$ cat src/rtl/uart_rx_block_collector.sv
// UART receiver that packs N_BYTES frames into one block and offers it on a double-buffered
// valid/ready output. Optional feature macro: UART_RX_TIMEOUT_EN (discard stale partial blocks).
module uart_rx_block_collector #(
   parameter int N_DATA_BITS   = 8,
   parameter int N_BYTES       = 16,
   parameter int OVERSAMPLE    = 16,
   parameter int TIMEOUT_TICKS = 4096
) (
   input  logic                           i_uart_clk,
   input  logic                           i_uart_reset,
   input  logic                           i_uart_en,
   input  logic                           i_uart_rx,
   input  logic                           i_block_ready,
   output logic [N_DATA_BITS*N_BYTES-1:0] o_block,
   output logic                           o_block_valid,
   output logic [$clog2(N_BYTES):0]       o_byte_count,
   output logic                           o_frame_err,
   output logic                           o_overrun,
   output logic                           o_timeout
);

   localparam int BLK_W = N_DATA_BITS * N_BYTES;
   localparam int BC_W  = $clog2(N_BYTES) + 1;
   localparam int TK_W  = $clog2(OVERSAMPLE);
   localparam int BT_W  = $clog2(N_DATA_BITS) + 1;

   localparam logic [TK_W-1:0] TICK_MID  = TK_W'(OVERSAMPLE / 2 - 1);
   localparam logic [TK_W-1:0] TICK_LAST = TK_W'(OVERSAMPLE - 1);
   localparam logic [BT_W-1:0] BIT_LAST  = BT_W'(N_DATA_BITS - 1);
   localparam logic [BC_W-1:0] BYTE_LAST = BC_W'(N_BYTES - 1);

   if (OVERSAMPLE < 4 || (OVERSAMPLE % 2) != 0) begin : g_bad_oversample
      $error("OVERSAMPLE must be even and at least 4");
   end
   if (TIMEOUT_TICKS < 1) begin : g_bad_timeout
      $error("TIMEOUT_TICKS must be at least 1");
   end

   typedef enum logic [2:0] {
      S_IDLE,
      S_START,
      S_DATA,
      S_STOP,
      S_BREAK
   } state_t;

   state_t                 state_q;
   logic [TK_W-1:0]        tick_q;
   logic [BT_W-1:0]        bit_q;
   logic [N_DATA_BITS-1:0] shift_q;
   logic                   rx_meta_q;
   logic                   rx_sync_q;
   logic                   frame_err_q;

   logic [BLK_W-1:0]       assembly_q;
   logic [BLK_W-1:0]       assembly_d;
   logic [BC_W-1:0]        byte_count_q;
   logic [BLK_W-1:0]       block_q;
   logic                   valid_q;
   logic                   overrun_q;

   logic                   byte_good;
   logic                   block_done;
   logic                   timeout_hit;

   // Two-flop synchroniser; idles high so reset never looks like a start bit.
   always_ff @(posedge i_uart_clk or posedge i_uart_reset) begin
      if (i_uart_reset) begin
         rx_meta_q <= 1'b1;
         rx_sync_q <= 1'b1;
      end else begin
         // NOTE: sequential state uses <= so every flop samples pre-edge values.
         rx_meta_q <= i_uart_rx;
         rx_sync_q <= rx_meta_q;
      end
   end

   always_ff @(posedge i_uart_clk or posedge i_uart_reset) begin
      if (i_uart_reset) begin
         state_q     <= S_IDLE;
         tick_q      <= '0;
         bit_q       <= '0;
         shift_q     <= '0;
         frame_err_q <= 1'b0;
      end else begin
         frame_err_q <= 1'b0;
         if (i_uart_en) begin
            case (state_q)
               S_IDLE: begin
                  if (!rx_sync_q) begin
                     state_q <= S_START;
                     tick_q  <= '0;
                  end
               end
               S_START: begin
                  if (tick_q == TICK_MID) begin
                     tick_q  <= '0;
                     bit_q   <= '0;
                     state_q <= rx_sync_q ? S_IDLE : S_DATA;
                  end else begin
                     tick_q <= tick_q + 1'b1;
                  end
               end
               S_DATA: begin
                  if (tick_q == TICK_LAST) begin
                     tick_q  <= '0;
                     shift_q <= {rx_sync_q, shift_q[N_DATA_BITS-1:1]};
                     bit_q   <= bit_q + 1'b1;
                     if (bit_q == BIT_LAST) state_q <= S_STOP;
                  end else begin
                     tick_q <= tick_q + 1'b1;
                  end
               end
               S_STOP: begin
                  if (tick_q == TICK_LAST) begin
                     tick_q <= '0;
                     if (rx_sync_q) begin
                        state_q <= S_IDLE;
                     end else begin
                        frame_err_q <= 1'b1;
                        state_q     <= S_BREAK;
                     end
                  end else begin
                     tick_q <= tick_q + 1'b1;
                  end
               end
               S_BREAK: begin
                  if (rx_sync_q) state_q <= S_IDLE;
               end
               default: state_q <= S_IDLE;
            endcase
         end
      end
   end

   assign byte_good  = i_uart_en && (state_q == S_STOP) && (tick_q == TICK_LAST) && rx_sync_q;
   assign block_done = byte_good && (byte_count_q == BYTE_LAST);

   always_comb begin
      // NOTE: default first so every path assigns assembly_d; otherwise a latch is inferred.
      assembly_d = assembly_q;
      for (int i = 0; i < N_BYTES; i++) begin
         if (byte_count_q == BC_W'(i)) assembly_d[i*N_DATA_BITS +: N_DATA_BITS] = shift_q;
      end
   end

   always_ff @(posedge i_uart_clk or posedge i_uart_reset) begin
      if (i_uart_reset) begin
         // NOTE: the assembly buffer is reset too; it is small enough that clearing it costs
         // nothing and keeps a post-reset o_block deterministic.
         assembly_q   <= '0;
         byte_count_q <= '0;
         block_q      <= '0;
         valid_q      <= 1'b0;
         overrun_q    <= 1'b0;
      end else begin
         overrun_q <= 1'b0;
         if (byte_good) begin
            assembly_q   <= assembly_d;
            byte_count_q <= block_done ? '0 : byte_count_q + 1'b1;
         end else if (timeout_hit) begin
            byte_count_q <= '0;
         end

         // A slot freed on this same edge can take the new block immediately.
         if (block_done && (!valid_q || i_block_ready)) begin
            block_q <= assembly_d;
            valid_q <= 1'b1;
         end else begin
            if (block_done) overrun_q <= 1'b1;
            if (valid_q && i_block_ready) valid_q <= 1'b0;
         end
      end
   end

`ifdef UART_RX_TIMEOUT_EN
   localparam int ID_W = $clog2(TIMEOUT_TICKS + 1);
   localparam logic [ID_W-1:0] IDLE_LAST = ID_W'(TIMEOUT_TICKS - 1);

   logic [ID_W-1:0] idle_q;
   logic            timeout_q;

   assign timeout_hit = i_uart_en && (state_q == S_IDLE) && rx_sync_q &&
                        (byte_count_q != '0) && (idle_q == IDLE_LAST);

   always_ff @(posedge i_uart_clk or posedge i_uart_reset) begin
      if (i_uart_reset) begin
         idle_q    <= '0;
         timeout_q <= 1'b0;
      end else begin
         timeout_q <= timeout_hit;
         if ((byte_count_q == '0) || timeout_hit ||
             (i_uart_en && (state_q == S_IDLE) && !rx_sync_q)) begin
            idle_q <= '0;
         end else if (i_uart_en && (state_q == S_IDLE)) begin
            idle_q <= idle_q + 1'b1;
         end
      end
   end

   assign o_timeout = timeout_q;
`else
   assign timeout_hit = 1'b0;
   assign o_timeout   = 1'b0;
`endif

   assign o_block       = block_q;
   assign o_block_valid = valid_q;
   assign o_byte_count  = byte_count_q;
   assign o_frame_err   = frame_err_q;
   assign o_overrun     = overrun_q;

endmodule

$ cat config.mk
export PLATFORM = sky130hd
export DESIGN_NAME = uart_rx_block_collector
export DESIGN_NICKNAME = d
export VERILOG_FILES = /design/src/rtl/uart_rx_block_collector.sv
export SDC_FILE = /design/constraint.sdc
export NUM_CORES = 1
export LEC_CHECK = 0
export ABC_AREA = 1
export CAP_MARGIN = 20
export CORE_MARGIN = 5
export CORE_UTILIZATION = 40
export DETAILED_ROUTE_END_ITERATION = 16
export DONT_BUFFER_PORTS = 1
export PLACE_DENSITY = 0.59
export SLEW_MARGIN = 10
export SYNTH_ARGS = -nofsm -noshare
export SYNTH_HDL_FRONTEND = slang
export SYNTH_SLANG_ARGS = --single-unit
$ cat constraint.sdc
create_clock -name i_uart_clk -period 13 [get_ports i_uart_clk]
set_input_delay 1.95 -clock i_uart_clk [delete_from_list [all_inputs] [get_ports i_uart_clk]]
set_output_delay 1.95 -clock i_uart_clk [all_outputs]
set_load 0.01 [all_outputs]
After elaboration in Yosys (flattened, before gate mapping)
Index checks and enable logic that the tools add are counted.
Storage, ports and cells
  register bits: 285
  input port bits: 5
  output and inout port bits: 137
  word-level logic and storage cells: 102
Operators by class
  add/subtract/negate cells: 3
  equality and inequality tests: 28
  muxes and demuxes: 41
  reduce and logical (&&, ||, !) cells: 18
Operator list (number)
  two-way mux 8 bit: 16
  equality test 5 x 4 -> 1 bit (second input constant): 8
  two-way mux 3 bit: 7
  equality test 5 x 3 -> 1 bit (second input constant): 4
  two-way mux 4 bit: 5
  one-hot mux 3 bit (5 select lines): 1
  inequality test 2 bit (second input constant): 6
  one-hot mux 4 bit (3 select lines): 1
  equality test 5 x 2 -> 1 bit (second input constant): 2
  adder 4 x 1 -> 4 bit (second input constant): 2
  equality test 4 x 3 -> 1 bit (second input constant): 2
  two-way mux 1 bit: 8
  one-hot mux 4 bit (2 select lines): 1
  AND reduction 7 bit: 1
  equality test 3 x 2 -> 1 bit (second input constant): 2
  logical AND 1 bit: 6
  AND reduction 3 bit: 2
  adder 5 x 1 -> 5 bit (second input constant): 1
  equality test 5 x 1 -> 1 bit (second input constant): 1
  zero test 5 bit: 1
  two-way mux 5 bit: 1
  equality test 4 bit (second input constant): 1
  AND reduction 4 bit: 1
  nonzero test 2 bit: 2
  other kinds (8): 8

Logic depth before layout (Yosys ltp)
Gate-level depths: netlist (run 1).
  word-level depth: 7
  mapped depth: 10
  mapped depth without buffers: 9

Worst setup path after synthesis (run 1)
OpenSTA, ideal clock, no wires.
  path type: input-to-reg
  from: input i_block_ready
  to: register valid_q, in the netlist o_block_valid
  library setup time: 0.143 ns
  data arrival time: 2.731 ns
  required time: 12.857 ns
  setup slack: 10.126 ns
  stages: 5
  buffers on the path: 2
  cells stage by stage: inv_1 > nand2_1 > clkbuf_1 > clkbuf_1 > o21ai_0
Between the ends
  word-level cells in the longest chain between the ends: 3
  elaborated cells on any way between the ends: 5
  classes of those cells: mux: 1; reduce/logical: 4
Ends and longest elaborated chain
  start: declaration: line 13  | input logic i_block_ready,
  logical OR 1 bit: line 166  | if (block_done && (!valid_q || i_block_ready)) begin
  logical AND 1 bit: line 166
  two-way mux 1 bit or nonzero test 2 bit (tied branches)
  end signal: assignment: line 154  | valid_q <= 1'b0;
  end signal: assignment: line 168  | valid_q <= 1'b1;
  end signal: assignment: line 171  | if (valid_q && i_block_ready) valid_q <= 1'b0;
  end: declaration: line 59  | logic valid_q;
Several ways; a longest one is shown, not always the timed one.
A chain may end at the register's enable or synchronous reset.

Worst setup path after layout (run 1)
  from: input i_uart_en
  to: register block_q[69], in the netlist o_block[69]
Between the ends
  word-level cells in the longest chain between the ends: 5
Ends and longest elaborated chain
  start: declaration: line 11  | input logic i_uart_en,
  logical AND 1 bit (3 in series): line 136  | assign byte_good = i_uart_en && (state_q == S_STOP) && (tick_q == TICK_LAST) && rx_sync_q;
  logical AND 1 bit: line 137  | assign block_done = byte_good && (byte_count_q == BYTE_LAST);
  logical AND 1 bit: line 166
  end signal: assignment: line 167  | block_q <= assembly_d;
  end: declaration: line 58  | logic [BLK_W-1:0] block_q;
Every way passes these cells.

==> results of run 1 <==
==> final cells by class <==
class,count,area (um^2),area share [%]
Sequential cell,285,7134,51.46
Clock inverter,12,118.9,0.8574
Multi-Input combinational cell,1172,4945,35.67
Clock buffer,44,894.6,6.453
Tap cell,402,503.0,3.628
Timing Repair Buffer,10,95.09,0.6859
Inverter,44,172.7,1.245
==> cells in the mapped netlist <==
master	instances
nand2_1	820
dfrtp_1	283
o21ai_0	154
nand3_1	145
clkbuf_1	51
inv_1	41
buf_4	22
nor2_1	21
buf_6	16
ha_1	6
buf_1	4
buf_2	4
nand4_1	4
nor2_2	4
nor3_1	4
inv_2	3
nor2_4	3
xor2_1	3
dfstp_2	2
or2_2	2
conb_1	1
nand2_2	1
nand3_2	1
nand3b_1	1
nor4_1	1
o21a_1	1
==> worst reg2reg max path: cells and delay by family, from the launching register on <==
kind / cells / cell delay, ps
adder cells (fa/ha/maj): 1 / 230
AND/OR/NAND/NOR: 6 / 1680
flip-flops: 1 / 430
buffers and inverters: 2 / 840
==> sequential cells by signal, summed over array words and instances, names as in the netlist <==
register and count:
assembly_q 128, o_block 128, shift_q 8, o_byte_count 5, bit_q 4, tick_q 4
state_q 3, o_block_valid 1, o_frame_err 1, o_overrun 1, rx_meta_q 1, rx_sync_q 1
==> through the flow <==
stage                     std cells  setup slack [ps]
final                          1969              9143
after global routing           1969              8934
after CTS                      1968              8832
after detailed placement       1912              8254
after global placement         1912              8331
after floorplan                1598              3189
==> cell families after synthesis <==
| family | count (synthesis) | synth area share (%) |
|---|---|---|
| flip-flops | 285 | 55.81 |
| buffers and inverters | 141 | 5.765 |
| AO/OA/AOI/OAI | 155 | 6.088 |
| other | 1 | 0.02933 |
| AND/OR/NAND/NOR | 1007 | 31.52 |
| adder cells (fa/ha/maj) | 6 | 0.5872 |
| XOR/XNOR | 3 | 0.2056 |
==> path summary, 6_finish.rpt <==
path / from / to / depth (start not counted)
min in group asynchronous: i_uart_reset / o_block[99]$_DFFE_PP0P_ / 1
worst min-delay path: rx_meta_q$_DFF_PP1_ / rx_sync_q$_DFF_PP1_ / 0
max in group asynchronous: i_uart_reset / o_block[23]$_DFFE_PP0P_ / 3
worst min register to register: rx_meta_q$_DFF_PP1_ / rx_sync_q$_DFF_PP1_ / 0
worst max register to register: tick_q[0]$_DFFE_PP0P_ / o_block[69]$_DFFE_PP0P_ / 9
worst max-delay path: i_uart_en / o_block[69]$_DFFE_PP0P_ / 8
==> power by group through the flow <==
stage	logic [mW]	registers, mW	clock network, mW
final	0.0751	0.909	0.873
after global routing	0.0884	0.910	0.933
after CTS	0.0767	0.909	0.894
after detailed placement	0.0764	0.925	0
after global placement	0.0759	0.925	0
after floorplan	0.0602	0.922	0
==> placed cells by master (no fill, tap or decap), types with 2 or more instances in the layout <==
master / instances
nand2_1: 819
dfrtp_1: 283
o21ai_0: 154
nand3_1: 144
inv_1: 40
clkbuf_16: 31
nor2_1: 21
buf_4: 9
clkinv_2: 7
clkbuf_8: 7
ha_1: 6
clkbuf_1: 6
nor2_4: 4
nand4_1: 4
nor3_1: 4
inv_2: 3
nor2_2: 3
xor2_1: 3
nand3_4: 2
or2_2: 2
clkinvlp_4: 2
bufinv_16: 2
dfstp_2: 2
==> metal layers <==
metal	vias to the layer above	share of wire [%]
met5	-	0
met4	0	2.1
met3	45	7.3
met2	302	45
met1	4855	45
li1	4927	-
==> impl_metrics.json, run 1 <==
{
  "holdCritPathClass": "register to register",
  "ctsHoldBuffers": 0,
  "rsz0062_at_grt": "false",
  "die_area_um2": 35630,
  "worstSetupPathType": "input pin to register",
  "cts_tree": "done",
  "fp.dieH_um": 188.8,
  "hold_slack_ps": 355.1,
  "yosysUniqueCellTypes": 26,
  "wl_per_cell_um": 17.09,
  "synth_top_area_share_pct": 55.40,
  "root_buffer": "clkbuf_16",
  "required_ps": 13480,
  "insertion_delay_ps": 550,
  "worstPathMaxFanout": 72,
  "period_minus_slack_ps": 3857,
  "path_delay_family": "simple AND/OR/NAND/NOR gates",
  "start_util_pct": 40.51,
  "final-hold-violation-count": 0,
  "end_kind": "register",
  "yosys.area.top_type": "dfrtp_1",
  "syn-num-nets": 1609,
  "gp_congestion": 0.8266,
  "pwr-share-seq_pct": 48.9,
  "post-cts-setup-buffers": 0,
  "nets": 1555,
  "finalClockSkew_ps": 12.08,
  "top_usage_layer": "met2",
  "status": "finished, final reports clean",
  "finalInstanceArea_um2": 13860,
  "viasPerCell": 5.144,
  "synth.ff_latch_count": 285,
  "numCtsBuffers": 31,
  "max_slew_margin_pct": 30.88,
  "drive_gt1_share_pct": 5.041,
  "wl_mm": 33.64,
  "avgSynthCellArea_um2": 8.000,
  "grt_pass1_vias": 9629,
  "synth-seq-area-share_pct": 55.81,
  "swShare_pct": 22.97,
  "die_width_um": 188.8,
  "area_delta_synth_final_pct": 8.447,
  "arrival_ps": 4330,
  "firstDrtPassIters": 5,
  "ios": 142,
  "route.detailed.drc": 0,
  "total_power_mw": 1.857,
  "crit_chain": "inv_1, nor2_2, nand3_4, nor2_4, buf_4, buf_16, nand3_1, nand2_1",
  "grt.total_usage_pct": 18.57,
  "grt_use_met1_pct": 26.20,
  "synthCells": 1598,
  "worstSetupStartpointType": "input pin",
  "rows": 65,
  "powerDensity_nw_per_um2": 134.0,
  "fin_crit_sh_pct": 29.67,
  "synth_top_cells_by_area": "dfrtp_1 55%, nand2_1 24%, o21ai_0 6.0%",
  "met3_usage_pct": 4.205,
  "clk_pin_slew_worst_paths_ps": 60,
  "max_freq_ghz": 0.2593,
  "grt_use_met2_pct": 29.72,
  "grt_overflow": 0,
  "ant_nets": 0,
  "syn-cell-area_um2": 12780,
  "grt_start_max_net_pins": 109,
  "slowest_delay_ps": 590,
  "rrSetupSlack_ps": 9760,
  "antenna_found_initial": 0,
  "placed_area_um2": 12820,
  "cts.sinks": 285,
  "core_area_um2": 31560,
  "cp_slowest_cell": "nor2_4",
  "intPower_mw": 1.431,
  "tns_ps": 0,
  "slew_viol_final": 0,
  "antenna_cells": 0,
  "numPortBuffers": 0,
  "p_clk_share_pct": 47.0,
  "vdd_drop_max_mv": 0.09323,
  "path_buf_inv": 3,
  "nFillCells": 3105,
  "p_switching_uw": 426.6,
  "cap_violations": 0,
  "utilization_pct": 43.93,
  "worst_pin_slew_ps": 1037,
  "p_leak_nw": 7.290,
  "comb_power_share_pct": 4.0,
  "vias": 10130,
  "hpwl_mm": 19.58,
  "cts_buffer_depth": 3,
  "drt-initial-drc-count": 891,
  "setup_violations": 0,
  "cts_max_level": 1,
  "yosysWarnings": 0,
  "grt_pass1_wl_mm": 54.22,
  "cts_resized": 0
}
Note: power is estimated with default switching activity, not from simulation.
==> run 2: changes to the inputs <==
--- a/config.mk
+++ b/config.mk
@@ -11,7 +11,7 @@
 export CORE_UTILIZATION = 40
 export DETAILED_ROUTE_END_ITERATION = 16
 export DONT_BUFFER_PORTS = 1
-export PLACE_DENSITY = 0.59
+export PLACE_DENSITY = 0.61
 export SLEW_MARGIN = 10
 export SYNTH_ARGS = -nofsm -noshare
 export SYNTH_HDL_FRONTEND = slang
==> constraint.sdc (replaced) <==
create_clock -name i_uart_clk -period 3.3 [get_ports i_uart_clk]
set_input_delay 0.495 -clock i_uart_clk [delete_from_list [all_inputs] [get_ports i_uart_clk]]
set_output_delay 0.495 -clock i_uart_clk [all_outputs]
set_load 0.01 [all_outputs]
==> impl_metrics.json, run 2 (same netlist as run 1, synthesis figures left out) <==
{
  "die_area_um2": 35630,
  "cts.sinks": 285,
  "ios": 142,
  "cts_max_level": 1,
  "ctsHoldBuffers": 2,
  "vias": 10140,
  "cts_resized": 0,
  "rsz0062_at_grt": "false",
  "max_slew_margin_pct": 36.33,
  "fp.dieH_um": 188.8,
  "powerDensity_nw_per_um2": 526.5,
  "insertion_delay_ps": 550,
  "area_delta_synth_final_pct": 9.876,
  "drive_gt1_share_pct": 5.711,
  "viasPerCell": 5.126,
  "fin_ws_ps": 862.7,
  "grt.total_usage_pct": 19.01,
  "vdd_drop_max_mv": 0.3853,
  "multiInputGateArea_um2": 4945,
  "grt_overflow": 0,
  "arrival_ps": 2930,
  "layout_commonest_cell": "nand2_1",
  "firstDrtPassIters": 5,
  "required_ps": 3790,
  "grt_start_max_net_pins": 141,
  "route.met3.wl_mm": 2.274,
  "status": "finished, final reports clean",
  "nets": 1565,
  "antenna_cells": 0,
  "seqCellArea_um2": 7134,
  "max_freq_ghz": 0.4103,
  "fin_crit_sh_pct": 73.86,
  "crit_chain": "inv_1, ha_1, inv_1, nor2_1, nand2_1, o21ai_0, nand3_1, nand2_1",
  "finalInstanceArea_um2": 14050,
  "total_power_mw": 7.395,
  "numCtsBuffers": 31,
  "setup_violations": 0,
  "die_width_um": 188.8,
  "ant_nets": 0,
  "grt_pass1_vias": 9835,
  "period_minus_slack_ps": 2437,
  "final_cell_mix": "819 x nand2_1, 283 x dfrtp_1, 154 x o21ai_0",
  "clk_pin_slew_worst_paths_ps": 60,
  "topRoutingLayerUsed": "met4",
  "antenna_found_initial": 0,
  "p_leak_nw": 7.377,
  "core_area_um2": 31560,
  "utilization_pct": 44.51,
  "cts_tree": "done",
  "tns_ps": 0,
  "worstPathMaxFanout": 16,
  "drt-initial-drc-count": 812,
  "holdCritPathClass": "input pin to register",
  "cap_violations": 0,
  "wl_met1_mm": 15.13,
  "path_delay_family": "simple AND/OR/NAND/NOR gates",
  "start_util_pct": 40.51,
  "dpl.cell_count": 1921,
  "worst_pin_slew_ps": 954.0,
  "numPortBuffers": 0,
  "fin_cells": 1978,
  "wl_per_cell_um": 17.20,
  "slew_viol_final": 0,
  "cts_buffer_depth": 3,
  "hpwl_mm": 20.29,
  "worstSetupPathType": "register to register",
  "root_buffer": "clkbuf_16",
  "final-hold-violation-count": 0,
  "finalClockSkew_ps": 10.55,
  "rows": 65,
  "cp_slowest_cell": "o21ai_0",
  "grt_pass1_wl_mm": 55.32,
  "wl_mm": 34.01,
  "preCtsSetupSlack_ps": 899.2,
  "end_kind": "register",
  "gp_congestion": 0.7775,
  "path_buf_inv": 2,
  "placed_area_um2": 12990,
  "worstSetupStartpointType": "register",
  "route.detailed.drc": 0,
  "slowest_delay_ps": 520,
  "nFillCells": 3052,
  "wl_met2_mm": 15.92,
  "post-cts-setup-buffers": 0,
  "hold_slack_ps": 165.2
}
[run 2: changes by cell type in the layout (fill, tap and decap cells not counted)]
cell           change
buf_12             +8
inv_6              +1
clkinv_2           +2
buf_4              +1
bufinv_16          +1
clkbuf_1           -4
dlygate4sd3_1      +2
inv_8              -1
buf_16             -1
[run 2: report_power, final]
group	switching, mW	internal (mW)	total [mW]
Combinational	0.225	0.0868	0.312
Clock	1.40	2.10	3.50
Sequential	0.0494	3.53	3.58
Total	1.68	5.72	7.40
[run 2: layer usage]
metal  up-vias  global-route usage [%]
li1       4948                       -
met1      4869                   25.78
met2       280                   31.17
met3        42                   4.780
met4         0                   4.036
met5         -                       0
[run 2: worst paths after layout]
| path | startpoint | to | slack, ps | depth (start not counted) |
|---|---|---|---|---|
| setup reg to reg | o_byte_count[0]$_DFFE_PP0N_ | o_block[101]$_DFFE_PP0P_ | 860 | 8 |
| hold / removal | i_uart_en | o_frame_err$_DFF_PP0_ | 170 | 2 |
| hold reg to reg | rx_meta_q$_DFF_PP1_ | rx_sync_q$_DFF_PP1_ | 360 | 0 |
| min in group asynchronous | i_uart_reset | o_block[11]$_DFFE_PP0P_ | 570 | 2 |
| max in group asynchronous | i_uart_reset | o_block[110]$_DFFE_PP0P_ | 1850 | 3 |
| setup / recovery | o_byte_count[0]$_DFFE_PP0N_ | o_block[101]$_DFFE_PP0P_ | 860 | 8 |
[run 2: area by class of cell]
type	count	area share, %
clock buffer	40	6.262
clock inverter	15	1.140
inverter	44	1.203
multi-input combinational	1172	35.20
sequential	285	50.79
tap	402	3.581
timing repair buffer	20	1.817
